<file path="src/rtl/inst_mem_loader.sv">
// Instruction memory loader: packs a host byte stream into 32-bit
// big-endian words, writes them into one process slot of the instruction
// memory, and checks a trailing XOR checksum byte.
module inst_mem_loader #(
  parameter int DATA_WIDTH = 32,
  parameter int ADDR_WIDTH = 13,
  parameter int SLOT_WORDS = 1024,
  parameter int NUM_SLOTS  = 2,
  localparam int SLOT_W    = (NUM_SLOTS > 1) ? $clog2(NUM_SLOTS) : 1,
  localparam int WC_W      = $clog2(SLOT_WORDS) + 1
) (
  input  logic                  Fast_Clock,
  input  logic                  Reset,
  input  logic                  Start,
  input  logic [SLOT_W-1:0]     Slot,
  input  logic [WC_W-1:0]       Word_Count,
  input  logic [7:0]            Byte_In,
  input  logic                  Byte_Valid,
  output logic                  Byte_Ready,
  output logic                  Mem_Write_En,
  output logic [ADDR_WIDTH-1:0] Mem_Address,
  output logic [DATA_WIDTH-1:0] Mem_Write_Data,
  output logic                  Busy,
  output logic                  Done,
  output logic                  Error
);

  typedef enum logic [2:0] {
    S_IDLE   = 3'd0,
    S_RECV   = 3'd1,
    S_WRITE  = 3'd2,
    S_CHECK  = 3'd3,
    S_FINISH = 3'd4
  } state_t;

  state_t                state_p0;
  logic [SLOT_W-1:0]     slot_p0;
  logic [WC_W-1:0]       count_p0;
  logic [WC_W-1:0]       word_idx_p0;
  logic [1:0]            byte_idx_p0;
  logic [DATA_WIDTH-1:0] shift_p0;
  logic [7:0]            cksum_p0;
  logic                  xfer;

  // A request is unusable if it names a slot that does not exist or asks
  // for zero words / more words than a slot holds.
  function automatic logic request_bad(input logic [SLOT_W-1:0] s,
                                       input logic [WC_W-1:0]   wc);
    request_bad = (32'(s) >= 32'(NUM_SLOTS)) || (wc == '0) ||
                  (32'(wc) > 32'(SLOT_WORDS));
  endfunction

  // Slot base plus word offset; wraps to the memory address width.
  function automatic logic [ADDR_WIDTH-1:0] word_addr(input logic [SLOT_W-1:0] s,
                                                      input logic [WC_W-1:0]   w);
    logic [31:0] full;
    full      = 32'(s) * 32'(SLOT_WORDS) + 32'(w);
    word_addr = full[ADDR_WIDTH-1:0];
  endfunction

  assign xfer = Byte_Valid && Byte_Ready;

  // Load sequencer: all outputs are registered alongside the state.
  always_ff @(posedge Fast_Clock) begin
    if (Reset) begin
      state_p0       <= S_IDLE;
      slot_p0        <= '0;
      count_p0       <= '0;
      word_idx_p0    <= '0;
      byte_idx_p0    <= '0;
      shift_p0       <= '0;
      cksum_p0       <= '0;
      Byte_Ready     <= 1'b0;
      Mem_Write_En   <= 1'b0;
      Mem_Address    <= '0;
      Mem_Write_Data <= '0;
      Busy           <= 1'b0;
      Done           <= 1'b0;
      Error          <= 1'b0;
    end else begin
      Mem_Write_En <= 1'b0;
      Done         <= 1'b0;
      case (state_p0)
        S_IDLE: begin
          if (Start) begin
            slot_p0     <= Slot;
            count_p0    <= Word_Count;
            word_idx_p0 <= '0;
            byte_idx_p0 <= '0;
            cksum_p0    <= '0;
            Error       <= 1'b0;
            if (request_bad(Slot, Word_Count)) begin
              // Rejected requests go straight to the completion pulse.
              state_p0 <= S_FINISH;
              Error    <= 1'b1;
              Done     <= 1'b1;
              Busy     <= 1'b0;
            end else begin
              state_p0   <= S_RECV;
              Byte_Ready <= 1'b1;
              Busy       <= 1'b1;
            end
          end
        end
        S_RECV: begin
          if (xfer) begin
            shift_p0    <= {shift_p0[DATA_WIDTH-9:0], Byte_In};
            cksum_p0    <= cksum_p0 ^ Byte_In;
            byte_idx_p0 <= byte_idx_p0 + 2'd1;
            if (byte_idx_p0 == 2'd3) begin
              state_p0       <= S_WRITE;
              Byte_Ready     <= 1'b0;
              Mem_Write_En   <= 1'b1;
              Mem_Write_Data <= {shift_p0[DATA_WIDTH-9:0], Byte_In};
              Mem_Address    <= word_addr(slot_p0, word_idx_p0);
            end
          end
        end
        S_WRITE: begin
          Byte_Ready <= 1'b1;
          if (word_idx_p0 == count_p0 - WC_W'(1)) begin
            state_p0 <= S_CHECK;
          end else begin
            word_idx_p0 <= word_idx_p0 + WC_W'(1);
            state_p0    <= S_RECV;
          end
        end
        S_CHECK: begin
          if (xfer) begin
            Byte_Ready <= 1'b0;
            Error      <= (Byte_In != cksum_p0);
            Done       <= 1'b1;
            Busy       <= 1'b0;
            state_p0   <= S_FINISH;
          end
        end
        S_FINISH: begin
          state_p0 <= S_IDLE;
        end
        default: begin
          state_p0   <= S_IDLE;
          Byte_Ready <= 1'b0;
          Busy       <= 1'b0;
        end
      endcase
    end
  end

endmodule

</file>
<file path="config.mk">
export PLATFORM = sky130hd
export DESIGN_NAME = inst_mem_loader
export DESIGN_NICKNAME = d
export VERILOG_FILES = /design/src/rtl/inst_mem_loader.sv
export SDC_FILE = /design/constraint.sdc
export NUM_CORES = 1
export LEC_CHECK = 0
export ABC_CLOCK_PERIOD_IN_PS = 2000
export CORE_MARGIN = 8
export CORE_UTILIZATION = 40
export DETAILED_ROUTE_END_ITERATION = 8
export PLACE_DENSITY = 0.73
export SLEW_MARGIN = 20
export SYNTH_ARGS = -nofsm -noshare
export SYNTH_HDL_FRONTEND = slang
export SYNTH_SLANG_ARGS = --single-unit
export TNS_END_PERCENT = 100
</file>
<file path="constraint.sdc">
create_clock -name Fast_Clock -period 2 [get_ports Fast_Clock]
set_input_delay 0.2 -clock Fast_Clock [delete_from_list [all_inputs] [get_ports Fast_Clock]]
set_output_delay 0.2 -clock Fast_Clock [all_outputs]
set_load 0.02 [all_outputs]
</file>
==> metrics.md <==
| Metric | Value |
|---|---|
| Status | complete, but fails checks |
| Violated checks | negative setup slack |
| Drt first pass iters | 4 |
| # diodes | 0 |
| Final wirelength | 12.7 mm |
| Mux cell area share after synthesis | about 3.8% |
| Final Setup Violations | 1 |
| Ys async rst share | 0% |
| Max Cap Viol | 0 |
| I/O pin cnt | 74 |
| Critical path's top delay family | simple AND/OR/NAND/NOR gates |
| TritonCTS Buffers | 9 |
| Xor and xnor area share after synthesis | roughly 4.7% |
| Clk sinks | between 100 and 150 |
| Power share of the clock group | 39.8% |
| Final RePlAce weighted congestion | ~0.86 |
| Post-Synth Simple-Gate Area | 25.5% |
| Die ar. | 15,700 um2 |
| Slew headroom | 65.3% |
| Final Util | 52.6% |
| CTS tree | yes |
| Psw | around 0.0012 W |
| Netlist cell types | just under 50 |
| CP Capture Type | register |
| Vias in the first global route | ~4,300 |
| Crit Path Max Fanout | 6 |
| Crit path buf inv count | 2 |
| Post-DP HPWL | 8.84 mm |
| Period utilisation layout | 100% |
| Drt via density | approximately 5.2 |
| H-tree depth | 3 |
| Ys flop type | dfxtp_1 |
| Startpoint types | register |
| Most frequent cells in the layout | nand2_1, dfxtp_1, a21oi_1 |
| Initial Util | between 40% and 50% |
| Largest family of logic cells by synthesized area | simple AND/OR/NAND/NOR gates |
| Final Skew | 0.0124 ns |
| Synth area leader | dfxtp_1 |
| Pins Over Slew Limit | 0 |
| Height of the die | 125 um |
| Antenna Nets Post-Route | 0 |
| Share of the synthesized area in the top cell type | between 40% and 50% |
| Syn_area_per_cell | roughly 8 um2 |
| LEAKAGE | 2.20 nW |
| Drt wl/cell | 15.2 um |
| Crit-path cells | inv_2, ha_4, nor3b_4, nand3_2, xnor2_2, nor4_4, buf_6, a21oi_2, mux2i_1 |
| Final-report hold violation count | 0 |
| Initial antenna violation count | 0 |
| Crit path arrival time | about 2.2 ns |
| Syn Nets | 632 |
| Most common cell after layout, fill and taps aside | nand2_1 |
| CTS clk-pin slew, worst paths | 0.08 ns |
| Compound-Gate Fraction of Synth Area | 14.4% |
| Post-synthesis adder-cell area fraction | 1.05% |
| Top cells by area, synth | dfxtp_1, nand2_1, a21oi_1 |
| Row count | 40 |
| Crit Path Category | reg -> reg |
| Fmax | 500 MHz |
| Die X | 125 um |
| Flops & latches, synth | 109 |
| Fin nets | 712 |
| CP required | 2.24 ns |
| Slew @ Worst Pin | 0.520 ns |
| DRC violations left | 0 |
| IO Port Bufs | 72 |
| Layout cells sized above 1 | 14.5% |
| Max clock buf depth | 2 |
| Clk root buf | clkbuf_16 |
| Post-Place Setup Slack | -0.0351 ns |
| RSZ-0062 raised after global routing | true |
| DRT iter0 DRCs | 201 |
| First-pass GRT wire length | just over 20 mm |
| Post-CTS Hold Fix Bufs | 0 |
| Power per Cell Area | between 700 and 800 nW/um2 |
| Worst skew pair latency | between 0.3 and 0.4 ns |
| Sequential cell fraction of total power | roughly 48% |
| Critical-path top delay cell | nor4_4 |
| Cell area after synthesis | 4770 um2 |
| Total number of vias | ~4,300 |
| Setup TNS | -0.000218 ns |
| Cell-internal power | approximately 0.0034 W |
| Switch share | between 20% and 30% |
| Final WS setup | -0.000218 ns |
| CP peak stage delay | 0.40 ns |
| Worst VDD drop | about 450 uV |
| Hold WC Path Type | in -> reg |
| Synth Warn # | 0 |
| Overflow after GRT | 0 |
| Combinational Power Share | 12.1% |
| Area growth syn-to-layout | 30.4% |
| Register area share after synthesis | 45.8% |
| Largest net degree at the start of global routing | 49 |
| GRT Overall Usage | 15.9% |
| Core Area | ~12,000 um2 |
| Cells after Synth | 604 |
| Post-synth EDFFs | 0 |
| Post-route minimum period | 2.00 ns |
## power groups by stage
stage	clock [W]	combinational [W]	sequential, W
2_1_floorplan	0	0.000310	0.00229
3_3_place_gp	0	0.000481	0.00228
3_5_place_dp	0	0.000495	0.00228
4_1_cts	0.00187	0.000522	0.00223
5_1_grt	0.00197	0.000608	0.00224
6_report	0.00185	0.000564	0.00223
## layout make-up
| type | instances | area [um2] |
|---|---|---|
| clock buffers | 9 | 225 |
| flip-flops and latches | 109 | 2190 |
| multi-input cells | 448 | 2470 |
| inverters | 6 | 22.5 |
| fillers | 1097 | 5600 |
| clock inverters | 7 | 82.6 |
| well taps | 147 | 184 |
| repair buffers | 110 | 1040 |
## cell usage after synthesis (5+ instances only)
cell type / n
or3_1: 11
nor3b_1: 6
nand3_1: 8
nand2_1: 185
clkbuf_1: 31
xor2_1: 16
inv_1: 6
mux2_2: 7
dfxtp_1: 109
nor2_1: 35
xnor2_1: 8
mux2i_1: 10
nor3_1: 6
nor4_1: 5
a21oi_1: 105
## path summary, 6_finish.rpt
path,start,end,slack [ns],cells past startpoint
max,count_p0[0],word_idx_p0[5],-0.0002,9
min reg2reg,shift_p0[19],Mem_Write_Data[27],0.44,2
min,Reset,Mem_Write_En,0.32,2
max reg2reg,count_p0[0],word_idx_p0[5],-0.0002,9
## metrics by stage
| step | cell area [um2] | std cells | hold slack, ns | total power (W) |
|---|---|---|---|---|
| 4_1_cts | 6120 | 834 | 0.306 | 0.00463 |
| 2_1_floorplan | 4780 | 604 | 0.328 | 0.00260 |
| 3_5_place_dp | 5760 | 815 | 0.446 | 0.00278 |
| 5_1_grt | 6220 | 836 | 0.321 | 0.00482 |
| 6_report | 6220 | 836 | 0.315 | 0.00464 |
| 3_3_place_gp | 5760 | 815 | 0.439 | 0.00276 |
## metal layers
metal  part of all wire [%]  track usage [%]
met1                     44             19.0
met5                      0                0
met2                     48             27.1
met4                    2.2             6.38
met3                    5.6             3.61
## state kept, by name, summed over array words and instances, names as in the netlist
register,count
Mem_Write_Data,32
shift_p0,24
Mem_Address,12
count_p0,11
word_idx_p0,11
cksum_p0,8
state_p0,3
byte_idx_p0,2
Busy,1
Byte_Ready,1
Done,1
Error,1
Mem_Write_En,1
slot_p0,1
## worst register-to-register path: stages (launching register included)
cell     delay [ns]
dfxtp_2        0.33
inv_2          0.06
ha_4           0.16
nor3b_4        0.24
nand3_2        0.12
xnor2_2        0.16
nor4_4         0.40
buf_6          0.20
a21oi_2        0.08
mux2i_1        0.13
## logic make-up after synthesis
| group | count (synthesis) |
|---|---|
| other cells | 1 |
| fa+ha+maj | 4 |
| mux | 17 |
| compound gates | 125 |
| flops | 109 |
| xor+xnor | 25 |
| buf+inv | 47 |
| simple gates | 276 |
## timing repair
item                                    in CTS  in global routing
endpoints found under the hold margin        0                  0
gates resized for setup                      7                 23
endpoints found under the setup margin      12                 17
cloned                                       1                  0
buffers inserted                             2                  2
pin swaps                                    5                  8
No activity file was read; power rests on OpenSTA's default activity.
